$ cat config.mk
export PLATFORM = sky130hd
export DESIGN_NAME = cache_bank_mp
export DESIGN_NICKNAME = d
export VERILOG_FILES = /design/src/rtl/cache_bank_mp_pkg.sv /design/src/rtl/cache_bank_flush_seq.sv /design/src/rtl/cache_bank_mp.sv
export VERILOG_INCLUDE_DIRS = /design/src /design/src/rtl
export SDC_FILE = /design/constraint.sdc
export NUM_CORES = 2
export LEC_CHECK = 0
export CELL_PAD_IN_SITES_DETAIL_PLACEMENT = 0
export CELL_PAD_IN_SITES_GLOBAL_PLACEMENT = 1
export CORE_ASPECT_RATIO = 1.5
export CORE_UTILIZATION = 59
export CTS_CLUSTER_DIAMETER = 200
export DETAILED_ROUTE_END_ITERATION = 12
export PLACE_DENSITY_LB_ADDON = 0.08
export SYNTH_ARGS = -nofsm -noshare
export SYNTH_HDL_FRONTEND = slang
export SYNTH_HIERARCHICAL = 1
export SYNTH_SLANG_ARGS = --single-unit
$ cat constraint.sdc
create_clock -name clk -period 9.6 [get_ports clk]
set_clock_uncertainty 0.05 [all_clocks]
set_input_delay 2.4 -clock clk [delete_from_list [all_inputs] [get_ports clk]]
set_output_delay 2.4 -clock clk [all_outputs]
set_load 0.03 [all_outputs]
$ cat src/rtl/globalVariables.v
// Shared defaults for the cache bank: word width, line address width and
// the flush sequencer state encoding.
`ifndef GLOBAL_VARIABLES_V
`define GLOBAL_VARIABLES_V

`define DATA_WIDTH               32
`define CACHE_BANK_ADDRESS_WIDTH 5

`define CB_STATE_IDLE  2'd0
`define CB_STATE_SWEEP 2'd1
`define CB_STATE_DONE  2'd2

`endif

$ cat src/rtl/cache_bank_mp_pkg.sv
// Types shared by the multi-port cache bank and its flush sequencer.
`include "globalVariables.v"

package cache_bank_mp_pkg;

   // Encoding comes from the shared defines so other tools agree on it
   typedef enum logic [1:0] {
      IDLE  = `CB_STATE_IDLE,
      SWEEP = `CB_STATE_SWEEP,
      DONE  = `CB_STATE_DONE
   } seq_state_t;

endpackage

$ cat src/rtl/cache_bank_flush_seq.sv
// Valid-bit invalidation sequencer: walks every line once, one per cycle,
// then pulses done for a single cycle before returning to idle.
`include "globalVariables.v"

module cache_bank_flush_seq
   import cache_bank_mp_pkg::*;
#(
   parameter int ADDR_W = `CACHE_BANK_ADDRESS_WIDTH
) (
   input  logic              clk,
   input  logic              reset,
   input  logic              flush_req,
   output logic              clr_en,
   output logic [ADDR_W-1:0] clr_addr,
   output logic              busy,
   output logic              done
);

   localparam logic [ADDR_W-1:0] LAST_LINE = {ADDR_W{1'b1}};

   seq_state_t        state;
   logic [ADDR_W-1:0] ptr;

   // Sweep FSM with registered busy/done; reset launches a fresh sweep
   always_ff @(posedge clk) begin
      if (reset) begin
         state <= SWEEP;
         ptr   <= '0;
         busy  <= 1'b1;
         done  <= 1'b0;
      end else begin
         case (state)
            IDLE: begin
               done <= 1'b0;
               if (flush_req) begin
                  state <= SWEEP;
                  ptr   <= '0;
                  busy  <= 1'b1;
               end
            end
            SWEEP: begin
               if (ptr == LAST_LINE) begin
                  state <= DONE;
                  busy  <= 1'b0;
                  done  <= 1'b1;
               end else begin
                  ptr <= ptr + 1'b1;
               end
            end
            DONE: begin
               state <= IDLE;
               done  <= 1'b0;
            end
            default: begin
               state <= IDLE;
               busy  <= 1'b0;
               done  <= 1'b0;
            end
         endcase
      end
   end

   assign clr_en   = busy;
   assign clr_addr = ptr;

endmodule

$ cat src/rtl/cache_bank_mp.sv
// Single-write, multi-read cache bank with per-line valid bits and a
// sequenced flush. Reads have one cycle of latency and are write-first.
`include "globalVariables.v"

module cache_bank_mp
   import cache_bank_mp_pkg::*;
#(
   parameter int DATA_W = `DATA_WIDTH,
   parameter int ADDR_W = `CACHE_BANK_ADDRESS_WIDTH,
   parameter int NRD    = 4
) (
   input  logic                  clk,
   input  logic                  reset,
   input  logic                  wr_en,
   input  logic [ADDR_W-1:0]     wr_addr,
   input  logic [DATA_W-1:0]     wr_data,
   input  logic [NRD-1:0]        rd_en,
   input  logic [NRD*ADDR_W-1:0] rd_addr,
   output logic [NRD*DATA_W-1:0] rd_data,
   output logic [NRD-1:0]        rd_hit,
   output logic [NRD-1:0]        rd_vld,
   input  logic                  flush_req,
   output logic                  flush_busy,
   output logic                  flush_done
);

   localparam int DEPTH = 2 ** ADDR_W;

   logic [DATA_W-1:0] mem [DEPTH];
   logic [DEPTH-1:0]  valid;

   logic              clr_en;
   logic [ADDR_W-1:0] clr_addr;
   logic              flushing;
   logic              write_ok;

   cache_bank_flush_seq #(
      .ADDR_W (ADDR_W)
   ) u_flush_seq (
      .clk       (clk),
      .reset     (reset),
      .flush_req (flush_req),
      .clr_en    (clr_en),
      .clr_addr  (clr_addr),
      .busy      (flush_busy),
      .done      (flush_done)
   );

   // Writes are dropped while the sweep or its done cycle is in progress
   assign flushing = flush_busy | flush_done;
   assign write_ok = wr_en & ~flushing & ~reset;

   // Data array is never reset; only valid bits carry cache state
   always_ff @(posedge clk) begin
      if (write_ok) begin
         mem[wr_addr] <= wr_data;
      end
   end

   // Valid bits are set by writes and cleared only by the sweep
   always_ff @(posedge clk) begin
      if (write_ok) begin
         valid[wr_addr] <= 1'b1;
      end else if (clr_en) begin
         valid[clr_addr] <= 1'b0;
      end
   end

   // Per-port registered read with write-first bypass and hit masking in a flush
   always_ff @(posedge clk) begin
      if (reset) begin
         rd_data <= '0;
         rd_hit  <= '0;
         rd_vld  <= '0;
      end else begin
         rd_vld <= rd_en;
         for (int p = 0; p < NRD; p++) begin
            if (rd_en[p]) begin
               if (write_ok && (wr_addr == rd_addr[p*ADDR_W +: ADDR_W])) begin
                  rd_data[p*DATA_W +: DATA_W] <= wr_data;
                  rd_hit[p]                   <= 1'b1;
               end else begin
                  rd_data[p*DATA_W +: DATA_W] <= mem[rd_addr[p*ADDR_W +: ADDR_W]];
                  rd_hit[p]                   <= valid[rd_addr[p*ADDR_W +: ADDR_W]] & ~flushing;
               end
            end
         end
      end
   end

endmodule
Yosys cells after proc, flatten, opt, wreduce, memory -nomap -nowiden

Memory sizes are Yosys's and may differ from the RTL's. A register that Yosys moved wholly into a read port is not among the register bits.
Cells that the tools add are included.

Register bits: 49
Bits in latches: 0
RAM bits: 1024
Bits in read-only memories: 0
Input bits: 65
Memories: 1

Memories:

| memory | depth | bits a word | read ports | clocked after memory_dff | wr ports | RTL line            | text |
|---|---|---|---|---|---|---|---|
| mem    | 32    | 32          | 4          | 4                        | 1        | cache_bank_mp.sv:29 | `logic [DATA_W-1:0] mem [DEPTH];` |

Add/sub/neg operators: 1
Multipliers: 0
Divide/modulo/power cells: 0
Magnitude comparators: 8
Eq/ne operators: 10
Shifts and indexed selects: 0
Muxes and demuxes: 29
Bitwise operators: 14
Reductions and logical operators: 13

Operator list:

| kind                                                               | number |
|---|---|
| two-way mux 32 bit                                                 | 2 |
| < comparator 5 x 6 -> 1 bit (second input constant)                | 6 |
| AND 32 bit                                                         | 1 |
| inverter 32 bit                                                    | 1 |
| bitwise OR 32 bit                                                  | 1 |
| binary-select mux 1 bit (select 5 bit)                             | 4 |
| equality test 5 bit                                                | 4 |
| two-way mux 1 bit                                                  | 14 |
| demux 1 bit (select 5 bit)                                         | 2 |
| greater-or-equal comparator 5 x 1 -> 1 bit (second input constant) | 2 |
| two-way mux 5 bit                                                  | 2 |
| one-hot mux 5 bit (2 select lines)                                 | 1 |
| AND 1 bit                                                          | 6 |
| logical AND 1 bit                                                  | 6 |
| AND reduction 3 bit                                                | 2 |
| adder 5 x 1 -> 5 bit (second input constant)                       | 1 |
| equality test 5 bit (second input constant)                        | 1 |
| two-way mux 2 bit                                                  | 2 |
| inequality test 2 bit (second input constant)                      | 2 |
| inverter 1 bit                                                     | 4 |
| one-hot mux 2 bit (2 select lines)                                 | 1 |
| nonzero test 2 bit                                                 | 2 |
| one-hot mux 1 bit (3 select lines)                                 | 1 |
| equality test 2 x 1 -> 1 bit (second input constant)               | 1 |
| other kinds (6)                                                    | 6 |

Depth between registers and ports, before layout

Depth in word-level cells: 8
Depth in mapped cells: 10

Hierarchy

The synthesis kept the hierarchy.

Modules (own cells, without submodules):

| module               | times used | cells an instance | area each (µm²) | seq. area each (µm²) |
|---|---|---|---|---|
| cache_bank_mp        | 1          | 4131              | 72031.6         | 34433.0 |
| cache_bank_flush_seq | 1          | 55                | 518.0           | 180.2 |

Worst setup path after synthesis

Ideal clock, no wire load.

Path type: in2reg
From: input reset
To: register valid[12] (data pin)
Library setup time: 0.137 ns
Arrival: 5.208 ns
Required time: 9.413 ns
Slack: 4.206 ns
Cell stages on the path: 6
Path buffers: 2
Cell sequence: or4b_1 > buf_2 > or3_1 > clkbuf_1 > nor2_1 > o22a_1

Word-level cells in the longest chain between the ends: 3

RTL lines:

| item                            | RTL line            | text |
|---|---|---|
| from (decl)                     | cache_bank_mp.sv:13 | `input logic reset,` |
| inverter 1 bit                  | cache_bank_mp.sv:51 | `assign write_ok = wr_en & ~flushing & ~reset;` |
| AND 1 bit                       | cache_bank_mp.sv:51 |  |
| two-way mux 32 bit              | cache_bank_mp.sv:62 | `if (write_ok) begin` |
| to (signal, indexed assignment) | cache_bank_mp.sv:63 | `valid[wr_addr] <= 1'b1;` |
| to (signal, indexed assignment) | cache_bank_mp.sv:65 | `valid[clr_addr] <= 1'b0;` |
| to (decl)                       | cache_bank_mp.sv:30 | `logic [DEPTH-1:0] valid;` |

No other way between the ends.
A chain may end at the register's enable or synchronous reset.

Final worst setup path

From: input wr_en
To: register valid[9] (data pin)

Word-level cells in the longest chain between the ends: 3

RTL lines:

| item                    | RTL line            | text |
|---|---|---|
| from (decl)             | cache_bank_mp.sv:14 | `input logic wr_en,` |
| AND 1 bit (2 in series) | cache_bank_mp.sv:51 |  |
| two-way mux 32 bit      | cache_bank_mp.sv:62 |  |

No other way between the ends.

==> out/qor.txt <==
Final Wtd Congestion: 0.9148
Global Route met1 Usage: 0.5515
cell type with the largest total area after synthesis: edfxtp_1
largest net degree at the start of global routing: 123
M2 GR Usage: 0.6779
final setup violation count: 0
Post-Synthesis Net Count: 4253
Total Wirelength: 274300 um
number of cells in the design after placement: 5686
part of the cycle the worst path needs: 0.6512
startpoint type of the worst setup path: input port
maxcap violations: 1
Core ar.: 122000 um^2
H-tree lvl count: 3
DRC violation total after the first TritonRoute iteration: 7494
DRC Markers: 42
RSZ-0062 raised after global routing: false
footprint of the flip-flops and latches: 34610 um^2
first-pass iteration count of the detailed router: 11
total routing usage reported by global routing: 0.4511
Final Total Pwr: 12.76 mW
run status: finished with violations
overall die width: 288.3 um
wire length of the first global-routing pass: 382400 um
total congestion overflow after global routing: 0
static power due to leakage: 25.44 nW
post-synthesis sequential element count: 1201
max_slew headroom: 0.01716
die footprint: 124400 um^2
cell area after technology mapping: 72550 um^2
number of buffers inserted by post-CTS setup repair: 0
final critical delay including setup and external delays: 6251 ps
Fmax: 0.1600 GHz
detailed-route vias per instance: 8.361
height of the die: 431.5 um
Cell Rows: 157
Worst IR Drop VDD: 226.1 uV
final net count: 4282
number of endpoints with negative hold slack in the final report: 0
Vias: 49470
yosys synthesis warning count: 6
power per standard cell area: 159.3 nW/um^2
clk_lat worst skew: 770 ps
violations in the final reports: design-rule violations, max-capacitance violations
filler-free cell count of the finished design: 5916
post-CTS resize count: 0
Synth async-reset ratio: 0
average instance area after synthesis: 17.33 um^2
data arrival time of the worst path: 6800 ps
number of antenna violations at the first check in global routing: 14
path category of the worst min-delay check: reg2reg
number of flops mapped to enable cells by yosys: 1056
Fin Setup TNS: 0 ps
most congested layer reported by global routing: met2
number of pins exceeding their max-slew limit in the final report: 0
gate count of the mapped netlist: 4186
synth cell count leaders: mux4_2 (1101), edfxtp_1 (1056), mux2i_1 (369)
maximum root-to-sink buffer count: 3
critical path required time: 10150 ps
initial core utilization: 0.5947
Post-CTS Hold Fix Bufs: 0
clock tree from TritonCTS: yes
Global Route met3 Usage: 0.1407
Clk pin slew, worst setup/hold paths: 70 ps
library cell with the highest instance count after synthesis: mux4_2
Synth Flop Type: edfxtp_1
maximum fanout encountered on the critical timing path: 21
cts bufs inserted: 117
vias in the first global route: 48960
CTS Root Buffer Type: clkbuf_16
number of distinct standard cells referenced by the synthesized netlist: 66
Post-DP HPWL: 165200 um
fill cell count: 8221
top-level I/O count: 203
worst slew pin tran: 1471 ps
layout overhead on the synthesized area: 10.36%
category of the most critical setup path: in2reg
number of nets with antenna violations after routing: 0
average wire length per cell after detail routing: 46.37 um
area of the multi-input gates: 35970 um^2
register area share after synthesis: 0.4771
number of port buffers: 202
top cells by area, synth: edfxtp_1 (44%), mux4_2 (34%), mux2i_1 (5.1%)
Clock Sink Count: 1201
share of the synthesized area in the top cell type: 0.4371
proportion of layout cells with a drive suffix above 1: 0.3667
kind of end point of the critical path: register
critical path, stage by stage:
cell             delay (ps)
clkdlybuf4s50_1         490
nor4b_4                1090
nand3b_1                940
nor2_4                  880
buf_4                   710
nor2_1                   90
a21oi_1                 150
stage by stage:
step	setup WS [ps]	cell area, um^2	utilization	hold slack (ps)
detailed placement	2863	75850	0.6218	427.4
floorplan	4206	72550	-	467.0
global route	3438	80060	0.6563	459.8
global placement	2944	75850	0.6218	424.3
CTS	3671	80050	0.6562	436.7
finish	3349	80070	0.6563	435.2
where the power goes:
part	leakage [nW]	internal (mW)	total [mW]	switching [mW]
Combinational	12.7	0.764	1.83	1.06
Clock	2.03	2.93	5.10	2.17
Sequential	10.7	5.74	5.83	0.0921
metal layers:
layer  routed length, um  vias to the layer above
met1               84390                    25410
met5                 144                        -
met2              126000                     4426
li1                    -                    18500
met3               39490                     1105
met4               24330                       22
sequential cells by signal (all words and copies together), names as in the netlist:
name / cells
valid: 32
u_flush_seq/clr_addr: 5
u_flush_seq/done: 1
mem: 1024
rd_data: 128
rd_vld: 4
u_flush_seq/busy: 1
rd_hit: 4
u_flush_seq/state: 2
cell families after synthesis:
| group | share of synthesized area |
|---|---|
| buf+inv | 0.03178 |
| fa+ha+maj | 0.0003449 |
| mux | 0.4027 |
| compound gates | 0.05776 |
| xor+xnor | 0.002414 |
| simple gates | 0.02792 |
| flops | 0.4771 |
path summary, 6_finish.rpt:
| kind | from | endpoint | slack, ps | cells after the start |
|---|---|---|---|---|
| worst max-delay path | wr_en | valid[9] | 3350 | 7 |
| worst min-delay path | rd_data[49] | rd_data[49] | 440 | 2 |
| worst min register to register | rd_data[49] | rd_data[49] | 440 | 2 |
| worst max register to register | u_flush_seq/done | valid[9] | 4980 | 6 |
area by class of cell:
| class | count | share of cell area |
|---|---|---|
| clock buffers | 141 | 0.03963 |
| repair buffers | 342 | 0.04060 |
| inverters | 7 | 0.0003282 |
| diodes | 6 | 0.0001875 |
| flip-flops and latches | 1201 | 0.4323 |
| multi-input cells | 2546 | 0.4493 |
| clock inverters | 83 | 0.01283 |
| well taps | 1590 | 0.02485 |
placed cells by master, fill, tap and decap left out, drive strengths merged, types with 36 or more instances in the layout:
cell type	count
edfxtp	1056
dfxtp	145
mux2	55
clkinv	43
nor2	162
mux2i	369
clkbuf	141
clkdlybuf4s50	178
a221oi	36
o21ai	53
o211ai	65
nand2	119
mux4	1105
a31oi	57
o2111ai	50
nor2b	43
a211oi	54
o22ai	92
buf	164
Power figures use the tool's default switching activity.
